**src/rtl/mem_arbiter_if.sv**
```systemverilog
// mem_arbiter_if: bundles the fetch port, the data port and the SRAM bus of the
// IF/MEM memory arbiter.
//   slave  modport: the arbiter view. It receives the requests and sram_rdata, and it
//                   drives the ready/rdata/freeze outputs and the SRAM strobes.
//   master modport: the pipeline + SRAM view, which is the mirror image of slave.
// Parameter ADDR_W is the SRAM word-address width. It must match the arbiter's ADDR_W.
interface mem_arbiter_if #(
    parameter int unsigned ADDR_W = 16
);
    // Fetch port
    logic              if_req;
    logic [31:0]       if_addr;
    logic [31:0]       if_rdata;
    logic              if_ready;
    // Data port
    logic              mem_r_en;
    logic              mem_w_en;
    logic [31:0]       mem_addr;
    logic [31:0]       mem_wdata;
    logic [31:0]       mem_rdata;
    logic              mem_ready;
    logic              freeze;
    // SRAM bus
    logic              sram_en;
    logic              sram_we;
    logic [ADDR_W-1:0] sram_addr;
    logic [31:0]       sram_wdata;
    logic [31:0]       sram_rdata;

    modport slave (
        input  if_req, if_addr, mem_r_en, mem_w_en, mem_addr, mem_wdata, sram_rdata,
        output if_rdata, if_ready, mem_rdata, mem_ready, freeze,
               sram_en, sram_we, sram_addr, sram_wdata
    );

    modport master (
        output if_req, if_addr, mem_r_en, mem_w_en, mem_addr, mem_wdata, sram_rdata,
        input  if_rdata, if_ready, mem_rdata, mem_ready, freeze,
               sram_en, sram_we, sram_addr, sram_wdata
    );
endinterface

```
**src/rtl/mem_arbiter.sv**
```systemverilog
// mem_arbiter: shares one single-ported word SRAM between instruction fetch (IF) and
// data load/store (MEM). Each access holds the bus for WAIT_STATES+1 cycles and is
// followed by a one-cycle DONE state that pulses the owner's ready. A data request
// always wins over a fetch. freeze stalls the pipeline while a data access is pending.
// Ports:
//   clk, reset   : rising-edge clock and synchronous active-high reset
//   bus (slave)  : fetch port (if_*), data port (mem_*, freeze) and SRAM bus (sram_*)
//   perf_if_wait : saturating count of cycles with if_req & ~if_ready  (optional)
//   perf_mem_wait: saturating count of cycles with freeze asserted     (optional)
// Build option: define MEM_ARB_PERF_CNT_EN to add the two perf counter outputs.
module mem_arbiter #(
    parameter int unsigned WAIT_STATES = 2,
    parameter int unsigned ADDR_W      = 16
) (
    input  logic               clk,
    input  logic               reset,
    mem_arbiter_if.slave       bus
`ifdef MEM_ARB_PERF_CNT_EN
    ,
    output logic [31:0]        perf_if_wait,
    output logic [31:0]        perf_mem_wait
`endif
);

    localparam int unsigned CNT_W  = 4;
    localparam int unsigned DATA_W = 32;

    typedef enum logic [1:0] {
        IDLE    = 2'd0,
        IF_ACC  = 2'd1,
        MEM_ACC = 2'd2,
        DONE    = 2'd3
    } state_e;

    state_e              state_q,     state_d;
    logic [CNT_W-1:0]    cnt_q,       cnt_d;
    logic [ADDR_W-1:0]   addr_q,      addr_d;
    logic [DATA_W-1:0]   wdata_q,     wdata_d;
    logic                we_q,        we_d;
    logic                sram_en_q,   sram_en_d;
    logic                if_ready_q,  if_ready_d;
    logic                mem_ready_q, mem_ready_d;
    logic [DATA_W-1:0]   if_rdata_q,  if_rdata_d;
    logic [DATA_W-1:0]   mem_rdata_q, mem_rdata_d;
    logic                mem_req_c;
    logic                freeze_c;

    // Byte-address bits outside the SRAM word range are dropped on purpose.
    logic unused_addr_bits;
    assign unused_addr_bits = ^{bus.if_addr[31:ADDR_W+2], bus.if_addr[1:0],
                                bus.mem_addr[31:ADDR_W+2], bus.mem_addr[1:0]};

    assign mem_req_c = bus.mem_r_en | bus.mem_w_en;
    assign freeze_c  = mem_req_c & ~mem_ready_q;

    // Next-state and registered-output logic
    always_comb begin
        state_d     = state_q;
        cnt_d       = cnt_q;
        addr_d      = addr_q;
        wdata_d     = wdata_q;
        we_d        = we_q;
        sram_en_d   = sram_en_q;
        if_ready_d  = 1'b0;
        mem_ready_d = 1'b0;
        if_rdata_d  = if_rdata_q;
        mem_rdata_d = mem_rdata_q;

        case (state_q)
            IDLE: begin
                if (mem_req_c) begin
                    state_d   = MEM_ACC;
                    cnt_d     = CNT_W'(WAIT_STATES);
                    addr_d    = bus.mem_addr[ADDR_W+1:2];
                    wdata_d   = bus.mem_wdata;
                    we_d      = bus.mem_w_en;  // a store wins over a load
                    sram_en_d = 1'b1;
                end else if (bus.if_req) begin
                    state_d   = IF_ACC;
                    cnt_d     = CNT_W'(WAIT_STATES);
                    addr_d    = bus.if_addr[ADDR_W+1:2];
                    we_d      = 1'b0;
                    sram_en_d = 1'b1;
                end
            end

            IF_ACC, MEM_ACC: begin
                if (cnt_q == CNT_W'(0)) begin
                    // Last bus cycle: sample the SRAM and release the bus
                    state_d   = DONE;
                    sram_en_d = 1'b0;
                    we_d      = 1'b0;
                    if (state_q == MEM_ACC) begin
                        mem_ready_d = 1'b1;
                        if (!we_q) begin
                            mem_rdata_d = bus.sram_rdata;
                        end
                    end else begin
                        if_ready_d = 1'b1;
                        if_rdata_d = bus.sram_rdata;
                    end
                end else begin
                    cnt_d = cnt_q - CNT_W'(1);
                end
            end

            // No grant here, so a requester still holding its request on the ready
            // edge is not granted a second time.
            DONE: begin
                state_d = IDLE;
            end

            default: begin
                state_d = IDLE;
            end
        endcase
    end

`ifdef MEM_ARB_PERF_CNT_EN
    logic [31:0] perf_if_q,  perf_if_d;
    logic [31:0] perf_mem_q, perf_mem_d;

    // Saturating stall counters
    always_comb begin
        perf_if_d  = perf_if_q;
        perf_mem_d = perf_mem_q;
        if (bus.if_req && !if_ready_q && (perf_if_q != 32'hFFFF_FFFF)) begin
            perf_if_d = perf_if_q + 32'd1;
        end
        if (freeze_c && (perf_mem_q != 32'hFFFF_FFFF)) begin
            perf_mem_d = perf_mem_q + 32'd1;
        end
    end

    assign perf_if_wait  = perf_if_q;
    assign perf_mem_wait = perf_mem_q;
`endif

    // State and output registers; reset aborts any access in flight
    always_ff @(posedge clk) begin
        if (reset) begin
            state_q     <= IDLE;
            cnt_q       <= '0;
            addr_q      <= '0;
            wdata_q     <= '0;
            we_q        <= 1'b0;
            sram_en_q   <= 1'b0;
            if_ready_q  <= 1'b0;
            mem_ready_q <= 1'b0;
            if_rdata_q  <= '0;
            mem_rdata_q <= '0;
`ifdef MEM_ARB_PERF_CNT_EN
            perf_if_q   <= '0;
            perf_mem_q  <= '0;
`endif
        end else begin
            state_q     <= state_d;
            cnt_q       <= cnt_d;
            addr_q      <= addr_d;
            wdata_q     <= wdata_d;
            we_q        <= we_d;
            sram_en_q   <= sram_en_d;
            if_ready_q  <= if_ready_d;
            mem_ready_q <= mem_ready_d;
            if_rdata_q  <= if_rdata_d;
            mem_rdata_q <= mem_rdata_d;
`ifdef MEM_ARB_PERF_CNT_EN
            perf_if_q   <= perf_if_d;
            perf_mem_q  <= perf_mem_d;
`endif
        end
    end

    assign bus.sram_en    = sram_en_q;
    assign bus.sram_we    = we_q;
    assign bus.sram_addr  = addr_q;
    assign bus.sram_wdata = wdata_q;
    assign bus.if_ready   = if_ready_q;
    assign bus.if_rdata   = if_rdata_q;
    assign bus.mem_ready  = mem_ready_q;
    assign bus.mem_rdata  = mem_rdata_q;
    assign bus.freeze     = freeze_c;

endmodule

```
**src/flat_wrapper.sv**
```systemverilog
// flat-port wrapper written by rule: the top's interface ports become plain ports
module mem_arbiter_flat 
#(
    parameter int unsigned WAIT_STATES = 2,
    parameter int unsigned ADDR_W      = 16
)
  (clk, reset, bus_if_req, bus_if_addr, bus_mem_r_en, bus_mem_w_en, bus_mem_addr, bus_mem_wdata, bus_sram_rdata, bus_if_rdata, bus_if_ready, bus_mem_rdata, bus_mem_ready, bus_freeze, bus_sram_en, bus_sram_we, bus_sram_addr, bus_sram_wdata);
  mem_arbiter_if #(.ADDR_W(ADDR_W)) bus_i ();
  input  logic clk;
  input  logic reset;
  input wire logic [$bits(bus_i.if_req)-1:0] bus_if_req;
  input wire logic [$bits(bus_i.if_addr)-1:0] bus_if_addr;
  input wire logic [$bits(bus_i.mem_r_en)-1:0] bus_mem_r_en;
  input wire logic [$bits(bus_i.mem_w_en)-1:0] bus_mem_w_en;
  input wire logic [$bits(bus_i.mem_addr)-1:0] bus_mem_addr;
  input wire logic [$bits(bus_i.mem_wdata)-1:0] bus_mem_wdata;
  input wire logic [$bits(bus_i.sram_rdata)-1:0] bus_sram_rdata;
  output wire logic [$bits(bus_i.if_rdata)-1:0] bus_if_rdata;
  output wire logic [$bits(bus_i.if_ready)-1:0] bus_if_ready;
  output wire logic [$bits(bus_i.mem_rdata)-1:0] bus_mem_rdata;
  output wire logic [$bits(bus_i.mem_ready)-1:0] bus_mem_ready;
  output wire logic [$bits(bus_i.freeze)-1:0] bus_freeze;
  output wire logic [$bits(bus_i.sram_en)-1:0] bus_sram_en;
  output wire logic [$bits(bus_i.sram_we)-1:0] bus_sram_we;
  output wire logic [$bits(bus_i.sram_addr)-1:0] bus_sram_addr;
  output wire logic [$bits(bus_i.sram_wdata)-1:0] bus_sram_wdata;
  assign bus_i.if_req = bus_if_req;
  assign bus_i.if_addr = bus_if_addr;
  assign bus_i.mem_r_en = bus_mem_r_en;
  assign bus_i.mem_w_en = bus_mem_w_en;
  assign bus_i.mem_addr = bus_mem_addr;
  assign bus_i.mem_wdata = bus_mem_wdata;
  assign bus_i.sram_rdata = bus_sram_rdata;
  assign bus_if_rdata = bus_i.if_rdata;
  assign bus_if_ready = bus_i.if_ready;
  assign bus_mem_rdata = bus_i.mem_rdata;
  assign bus_mem_ready = bus_i.mem_ready;
  assign bus_freeze = bus_i.freeze;
  assign bus_sram_en = bus_i.sram_en;
  assign bus_sram_we = bus_i.sram_we;
  assign bus_sram_addr = bus_i.sram_addr;
  assign bus_sram_wdata = bus_i.sram_wdata;
  mem_arbiter #(.WAIT_STATES(WAIT_STATES), .ADDR_W(ADDR_W)) u_core (.clk(clk), .reset(reset), .bus(bus_i));
endmodule
```
**config.mk**
```make
export PLATFORM = sky130hd
export DESIGN_NAME = mem_arbiter_flat
export DESIGN_NICKNAME = d
export VERILOG_FILES = /design/src/rtl/mem_arbiter_if.sv /design/src/rtl/mem_arbiter.sv /design/src/flat_wrapper.sv
export SDC_FILE = /design/constraint.sdc
export NUM_CORES = 1
export LEC_CHECK = 0
export BUFFER_PORTS_ARGS = -buffer_cell sky130_fd_sc_hd__buf_2
export CAP_MARGIN = 10
export CORE_UTILIZATION = 40
export DETAILED_ROUTE_END_ITERATION = 10
export PLACE_DENSITY = 0.77
export SYNTH_ARGS = -nofsm -noshare
export SYNTH_HDL_FRONTEND = slang
export SYNTH_SLANG_ARGS = --single-unit
```
**constraint.sdc**
```tcl
create_clock -name clk -period 1.5 [get_ports clk]
set_input_delay 0.075 -clock clk [delete_from_list [all_inputs] [get_ports clk]]
set_output_delay 0.075 -clock clk [all_outputs]
set_load 0.02 [all_outputs]
```
Word level (Yosys, flattened, before mapping)
Cells that the tools add are included.
{ "op_classes": {"addsub": 1, "eq_ne": 6, "muxes": 19, "n_bitwise": 7, "n_reduce_logical": 13} }
{ "op_table": {"columns": ["op", "n"], "rows": [
  ["$mux W16", 2],
  ["$mux W4", 3],
  ["$reduce_and A3 Y1", 3],
  ["$pmux W4 S2", 1],
  ["$mux W1", 7],
  ["$mux W2", 3],
  ["$pmux W2 S3", 1],
  ["$reduce_and A2 Y1", 3],
  ["$not A1 Y1", 5],
  ["$eq A2 B2 Y1 const B", 2],
  ["$logic_not A4 Y1", 1],
  ["$pmux W1 S2", 2],
  ["$reduce_and A4 Y1", 1],
  ["$reduce_bool A2 Y1", 2],
  ["$sub A4 B1 Y4 const B", 1],
  ["$ne A3 B2 Y1 const B", 1],
  ["$reduce_or A3 Y1", 1],
  ["$eq A2 B1 Y1 const B", 1],
  ["$logic_not A2 Y1", 1],
  ["$ne A2 B1 Y1 const B", 1],
  ["$ne A2 B2 Y1 const B", 1],
  ["$reduce_or A2 Y1", 1],
  ["$and A1 B1 Y1", 1],
  ["$or A1 B1 Y1", 1]
]} }
{ "word_totals": {"reg_bits": 122, "input_bits": 133, "out_inout_bits": 117, "wordCells": 56} }

Longest topological paths before layout
Gate-level depths: netlist (run 1).
{ "logic_depth": {"ltp_word": 4, "depth_mapped": 7, "depth_no_buf": 5} }

Least setup slack after synthesis (run 1)
Ideal clock, no wire load.
{ "synth_path": {"path_type": "register to register", "from": "register u_core.state_q[0]", "to": "register u_core.mem_rdata_q[10] (netlist: u_core.bus.mem_rdata[10])", "setup_time_ns": 0.070, "arrival_time_ns": 1.592, "required_time_ns": 1.430, "setup_slack_ns": -0.162, "stages_incl_launch_ff": 8, "n_path_buf": 2, "period_less_slack_ns": 1.662, "path_cell_list": "dfxtp_1 -> inv_1 -> ha_1 -> nor4bb_1 -> clkbuf_1 -> buf_2 -> nand3_1 -> a21oi_1"} }
{ "synth_between": {"elab_chain_cells": 3, "elab_cells_between_ends": 4, "cone_classes": "eq/ne: 2; reduce/logical: 2"} }
{ "synth_rtl": {"columns": ["element", "line", "rtl"], "rows": [
  ["start, declared", "mem_arbiter.sv:35", "state_e state_q, state_d;"],
  ["start signal, assigned", "mem_arbiter.sv:157", "state_q <= state_d;"],
  ["$eq A2 B1 Y1 / $eq A2 B2 Y1 (equally long branches)", "mem_arbiter.sv:69, mem_arbiter.sv:93", null],
  ["$reduce_or A2 Y1", "mem_arbiter.sv:69", "case (state_q)"],
  ["$reduce_and A4 Y1 (no source line) *", null, null],
  ["end signal, assigned", "mem_arbiter.sv:166", "mem_rdata_q <= mem_rdata_d;"],
  ["end, declared", "mem_arbiter.sv:44", "logic [DATA_W-1:0] mem_rdata_q, mem_rdata_d;"]
]} }
Mark *: on every way between the ends. The rest lies on a longest branch, timed or not.
A chain may end at the register's enable or synchronous reset.

Worst setup path after layout (run 1)
{ "layout_path": {"from": "register u_core.state_q[1]", "to": "register u_core.mem_rdata_q[10] (netlist: u_core.bus.mem_rdata[10])"} }
The elaborated chain is that of the path after synthesis.

==> flow_metrics.env, run 1 <==
export IMPL_outcome="finished, violations left"
export IMPL_violations="negative setup slack"
export IMPL_ys_seq_area_share_pct=52.2
export IMPL_hold_path_class="input pin to flop"
export IMPL_grt_max_degree=76
export IMPL_synth_top_area_share_pct=52.2
export IMPL_powerDensity_nw_per_um2=1900
export IMPL_cts_buffer_depth=2
export IMPL_syn_to_final_growth_pct=75.9
export IMPL_comb_power_share_pct=46.8
export IMPL_p_leak_nw=3.64
export IMPL_cp_required_ps=1830
export IMPL_drt_initial_drc_count=503
export IMPL_vias=5772
export IMPL_syn_area_um2=4680
export IMPL_setup_tns_ps=-1500
export IMPL_globalRoute_totalOverflow=0
export IMPL_cts_sinks=122
export IMPL_cp_max_fo=7
export IMPL_synth_edf_count=0
export IMPL_path_class="flop to flop"
export IMPL_async_reset_ff_share_pct=0
export IMPL_dieWidth_um=110
export IMPL_yosys_area_share_simple_pct=20.1
export IMPL_grt_pass1_wl_um=23800
export IMPL_initial_core_util_pct=41.0
export IMPL_max_slew_margin_rel_pct=66.4
export IMPL_synth_distinct_cells=36
export IMPL_cts_made_buffers=17
export IMPL_ioPinCount=250
export IMPL_placed_area_um2=6160
export IMPL_gp_congestion=0.810
export IMPL_wl_met2_um=9170
export IMPL_pwr_share_clk_pct=25.6
export IMPL_layout_setup_ws_ps=-102
export IMPL_drv_cap=0
export IMPL_die_area_um2=12100
export IMPL_ir_worst_vdd_v=0.00129
export IMPL_hpwl_um=8540
export IMPL_worst_setup_path_start_kind="flop"
export IMPL_synth_top_family_by_area="compound AO/OA/AOI/OAI gates"
export IMPL_drt_wirelength_per_cell_um=16.8
export IMPL_rows=39
export IMPL_drc=0
export IMPL_fin_crit_ps=1600
export IMPL_final_area_um2=8240
export IMPL_diodes=0
export IMPL_drive_gt1_share_pct=38.6
export IMPL_cts_reportedPaths_clkPinSlew_ps=50
export IMPL_io_buffers=217
export IMPL_period_share_pct=107
export IMPL_synthMuxAreaShare_pct=0
export IMPL_power_mw=15.7
export IMPL_htreeDepth=4
export IMPL_switching_share_pct=38.2
export IMPL_antenna_left=0
export IMPL_p_switching_mw=5.99
export IMPL_synth_compound_area_share_pct=21.6
export IMPL_syn_instance_count=585
export IMPL_worstSkewPairLatency_ps=410
export IMPL_synth_common_cells="148 x nand2_1, 122 x dfxtp_1, 98 x a21oi_1"
export IMPL_slew_violations=0
export IMPL_wl_met3_um=1490
export IMPL_core_area_um2=11400
export IMPL_drt_first_pass_iters=5
export IMPL_yosys_area_share_xor_xnor_pct=0
export IMPL_cts_root_buf="clkbuf_16"
export IMPL_yosys_warnings=0
export IMPL_internal_power_mw=9.70
export IMPL_drt_met1_wl_um=6600
export IMPL_antenna_found_initial=0
export IMPL_setup_viol=48
export IMPL_die_y_um=110
export IMPL_wirelength_um=17900
export IMPL_grt_total_usage_pct=25.5
export IMPL_worstPathArrival_ps=1930
export IMPL_grt_pass1_vias=5116
export IMPL_synth_top_flop_cell="dfxtp_1"
export IMPL_final_hold_viol_count=0
export IMPL_yosysMostFrequentCell="nand2_1"
export IMPL_syn_nets=722
export IMPL_via_per_inst=5.41
export IMPL_synthAdderAreaFrac_pct=1.07
export IMPL_route_top_layer_used="met4"
export IMPL_tightest_slew_ps=503
export IMPL_cp_end_kind="flop"
export IMPL_seqPwrFrac_pct=27.6
export IMPL_fin_skew_ps=6.21
export IMPL_yosys_top_cells_area="dfxtp_1 52%, nand2_1 12%, a21oi_1 10%"
export IMPL_syn_area_per_cell_um2=8.01
export IMPL_synth_top_cell_by_area="dfxtp_1"
export IMPL_cts_tree="done"
export IMPL_ys_ff_latch=122
export IMPL_rsz0062_at_grt="true"
export IMPL_nets=1050
export IMPL_fmax_mhz=624
==> layer usage <==
layer | track usage (%) | vias to the layer above
met5 | 0 | -
met4 | 11.2 | 0
met3 | 7.88 | 60
met2 | 46.2 | 343
met1 | 27.3 | 2696
li1 | - | 2673
==> through the flow <==
stage / std cells / util (%) / hold WS, ps / setup slack (ps)
global route: 1066 / 72.2 / 60.9 / -180
CTS: 1051 / 68.1 / 22.7 / -42.3
floorplan: 585 / - / 211 / 3.98
finish: 1066 / 72.2 / 56.6 / -102
global placement: 923 / 53.9 / 315 / -36.2
detailed placement: 923 / 53.9 / 321 / -67.6
==> cell usage in the layout (no fill, tap or decap), types with 3 or more instances in the layout <==
master / synthesis / final
bufinv_16: 0 / 3
nand3_2: 0 / 5
dlygate4sd3_1: 0 / 97
nor2_1: 21 / 20
nand2_1: 148 / 137
a311oi_1: 16 / 15
dfxtp_2: 0 / 4
nand3_1: 32 / 24
dfxtp_1: 122 / 118
clkbuf_16: 0 / 23
o21ai_0: 38 / 30
nand3_4: 0 / 3
buf_2: 12 / 216
a21oi_1: 98 / 81
nand2_4: 0 / 9
clkinv_2: 0 / 6
o21ai_1: 14 / 20
inv_2: 0 / 3
buf_12: 0 / 10
buf_4: 0 / 27
a21oi_2: 0 / 16
buf_6: 0 / 5
==> power groups by stage <==
stage	sequential, mW	clock [mW]	combinational (mW)
4_1_cts	4.27	4.03	6.18
2_1_floorplan	5.11	0	2.68
6_report	4.32	4.01	7.35
3_3_place_gp	4.30	0	5.58
5_1_grt	4.40	4.22	7.80
3_5_place_dp	4.33	0	5.61
==> worst max-delay path, stage by stage, from the launching register on <==
cell	delay, ps
dfxtp_2	350
inv_4	50
ha_4	270
nor4bb_4	240
buf_4	190
buf_6	140
nand3_1	100
a21oi_1	170
==> cell type report <==
| cell class | instances | area (um2) |
|---|---|---|
| clock inverters | 10 | 128 |
| fillers | 794 | 3180 |
| flip-flops and latches | 122 | 2450 |
| repair buffers | 362 | 2680 |
| inverters | 6 | 25.0 |
| well taps | 143 | 179 |
| multi-input cells | 404 | 2340 |
| clock buffers | 19 | 443 |
==> sequential cells by signal (all words and copies together) (netlist names) <==
signal / flops
u_core.state_q: 2
u_core.bus.sram_addr: 16
u_core.bus.if_ready: 1
u_core.bus.mem_ready: 1
u_core.bus.mem_rdata: 32
u_core.bus.if_rdata: 32
u_core.bus.sram_en: 1
u_core.cnt_q: 4
u_core.bus.sram_we: 1
u_core.bus.sram_wdata: 32
==> path summary, 6_finish.rpt <==
path	start	depth (start not counted)	to	slack, ps
min	bus_if_req	3	u_core.state_q[1]	60
max reg2reg	u_core.state_q[1]	7	u_core.bus.mem_rdata[10]	-100
max	u_core.state_q[1]	7	u_core.bus.mem_rdata[10]	-100
min reg2reg	u_core.bus.if_rdata[10]	2	u_core.bus.if_rdata[10]	450
==> logic make-up after synthesis <==
kind of cell / Yosys count
simple gates: 219
compound gates: 181
flops: 122
buf+inv: 59
fa+ha+maj: 4
==> what timing repair did <==
| action | in CTS | in global routing |
|---|---|---|
| cloned | 1 | 7 |
| hold buffers | 97 | 0 |
| endpoints found under the setup margin | 71 | 88 |
| gates resized for setup | 10 | 71 |
| setup buffers | 1 | 8 |
| endpoints found under the hold margin | 115 | 0 |
| pin swaps | 2 | 37 |
No activity file was read; power rests on OpenSTA's default activity.
==> run 2, diff against run 1 <==
--- a/config.mk
+++ b/config.mk
@@ -7,9 +7,9 @@
 export LEC_CHECK = 0
 export BUFFER_PORTS_ARGS = -buffer_cell sky130_fd_sc_hd__buf_2
 export CAP_MARGIN = 10
-export CORE_UTILIZATION = 40
+export CORE_UTILIZATION = 45
 export DETAILED_ROUTE_END_ITERATION = 10
-export PLACE_DENSITY = 0.77
+export PLACE_DENSITY = 0.82
 export SYNTH_ARGS = -nofsm -noshare
 export SYNTH_HDL_FRONTEND = slang
 export SYNTH_SLANG_ARGS = --single-unit
==> constraint.sdc (replaced) <==
create_clock -name clk -period 1.81 [get_ports clk]
set_input_delay 0.0905 -clock clk [delete_from_list [all_inputs] [get_ports clk]]
set_output_delay 0.0905 -clock clk [all_outputs]
set_load 0.02 [all_outputs]
==> run 2 against run 1 <==
  * The run now ends clean
  * Worst hold slack worse by 30 ps
  * Cell count down 3.4%
  * Critical path depth down 2
  * Utilization up 3.6 points
  * Global-route usage up 5.5 points
  * Non-clock buffer count down 28
  * Worst setup slack better by 120 ps
  * Via count down 0.95%
  * Sequential cell count unchanged
  * Clock-buffer cell count unchanged
  * Largest cell class is now registers
==> flow_metrics.env, run 2 (synthesized netlist as in run 1, its figures left out) <==
export IMPL_gp_congestion=0.803
export IMPL_grt_total_usage_pct=31.0
export IMPL_grt_pass1_vias=5692
export IMPL_place_inst=900
export IMPL_whs_ps=26.7
export IMPL_drt_wirelength_per_cell_um=16.7
export IMPL_powerDensity_nw_per_um2=1490
export IMPL_grt_pass1_wl_um=27200
export IMPL_wirelength_um=17200
export IMPL_period_share_pct=99.1
export IMPL_drt_initial_drc_count=416
export IMPL_diodes=0
export IMPL_cts_made_buffers=17
export IMPL_drt_first_pass_iters=5
export IMPL_grt_max_degree=69
export IMPL_final_common_cell="buf_2"
export IMPL_final_hold_viol_count=0
export IMPL_rows=36
export IMPL_fin_skew_ps=5.54
export IMPL_critPathMaxStageDelay_ps=480
export IMPL_dieWidth_um=104
export IMPL_io_buffers=217
export IMPL_antenna_left=0
export IMPL_slew_violations=0
export IMPL_cp_max_fo=7
export IMPL_outcome="finished clean"
export IMPL_hold_start="bus_mem_r_en"
export IMPL_fmax_mhz=558
export IMPL_power_mw=11.2
export IMPL_grtUsageMet2_pct=53.0
export IMPL_met1_usage_pct=34.4
export IMPL_initial_core_util_pct=47.3
export IMPL_cts_root_buf="clkbuf_8"
export IMPL_vias=5717
export IMPL_stdcell_count=1030
export IMPL_drive_gt1_share_pct=30.3
export IMPL_cts_setup_buffers=0
export IMPL_globalRoute_totalOverflow=0
export IMPL_cp_end_kind="flop"
export IMPL_fin_crit_ps=1790
export IMPL_hpwl_um=9000
export IMPL_die_y_um=104
export IMPL_cts_reportedPaths_clkPinSlew_ps=60
export IMPL_antenna_found_initial=0
export IMPL_worstPathArrival_ps=2180
export IMPL_hold_path_class="input pin to flop"
export IMPL_die_area_um2=10800
export IMPL_cts_buffer_depth=2
export IMPL_cts_tree="done"
export IMPL_cp_cell_sequence="inv_1 -> ha_1 -> or3b_1 -> a22o_1 -> a221oi_1"
export IMPL_rsz0062_at_grt="true"
export IMPL_ir_worst_vdd_v=0.000831
export IMPL_worstSkewPairLatency_ps=510
export IMPL_cpMaxStageDelayCell="or3b_1"
export IMPL_max_slew_margin_rel_pct=19.2
export IMPL_cts_sinks=122
export IMPL_cp_startpoint="u_core.cnt_q[0]"
export IMPL_cp_top_family="compound AO/OA/AOI/OAI gates"
export IMPL_p_leak_nw=3.32
export IMPL_grt_use_met3_pct=8.21
export IMPL_layout_setup_ws_ps=16.9
export IMPL_drv_cap=0
export IMPL_layout_common_cells="216 x buf_2, 148 x nand2_1, 122 x dfxtp_1, 99 x dlygate4sd3_1, 98 x a21oi_1"
export IMPL_ioPinCount=250
export IMPL_timing_rr_start="u_core.cnt_q[0]"
export IMPL_syn_to_final_growth_pct=60.3
export IMPL_drc=0
export IMPL_cp_num_buf_inv=1
export IMPL_via_per_inst=5.55
export IMPL_core_area_um2=9910
export IMPL_htreeDepth=4
export IMPL_path_class="flop to flop"
export IMPL_cp_required_ps=2200
export IMPL_worst_setup_path_start_kind="flop"
export IMPL_tightest_slew_ps=1210
export IMPL_setup_viol=0
export IMPL_nets=1022
export IMPL_busiest_layer="met2"
export IMPL_place_ws_ps=58.0
## run 2: cell types whose count changed in the layout (fill, tap and decap cells not counted), sizes merged
cell / previous run / this run
buf: 259 / 235
clkbuf: 25 / 19
bufinv: 3 / 0
clkinv: 6 / 9
clkinvlp: 1 / 3
dlygate4sd3: 97 / 99
## run 2: metal layers
layer | part of all wire, % | vias to the layer above
li1 | - | 2605
met1 | 38 | 2656
met2 | 49 | 386
met3 | 8.2 | 70
met4 | 4.4 | 0
met5 | 0 | -
## run 2: path summary, 6_finish.rpt
kind	slack [ps]	cells past startpoint	end
worst max-delay path	20	5	u_core.state_q[1]
worst min-delay path	30	3	u_core.bus.sram_addr[2]
worst max register to register	20	5	u_core.state_q[1]
worst min register to register	450	2	u_core.bus.sram_wdata[27]
## run 2: cell type report
class,count,area [um2]
Sequential cell,122,2440
Fill cell,629,2400
Timing Repair Buffer,334,2310
Multi-Input combinational cell,404,2050
Clock buffer,19,432
Tap cell,133,166
Clock inverter,12,78.8
Inverter,6,22.5
## run 2: worst register-to-register path: cells and delay by family, from the launching register on
family	cells	cell delay [ps]
buffers and inverters	1	70
AO/OA/AOI/OAI	2	630
AND/OR/NAND/NOR	1	480
flip-flops	1	340
adder cells (fa/ha/maj)	1	150
## run 2: per-stage QoR
stage          utilization [%]  area, um2  setup TNS (ps)
2_1_floorplan                -       4680               0
3_3_place_gp              60.5       6000               0
3_5_place_dp              60.5       6000               0
4_1_cts                   75.7       7500               0
5_1_grt                   75.7       7510            -121
6_report                  75.7       7510               0
## run 2: power breakdown
part	internal [mW]	switching, mW	leakage [nW]
clock network	1.69	1.21	0.249
registers	3.26	0.350	0.996
logic	1.72	2.95	2.08
total	6.67	4.51	3.32
## run 2: repair_timing
| action | 4_1_cts | 5_1_grt |
|---|---|---|
| setup endpoints to repair | 0 | 33 |
| hold endpoints to repair | 120 | 0 |
| resized for setup | 0 | 2 |
| hold buffers | 99 | 0 |
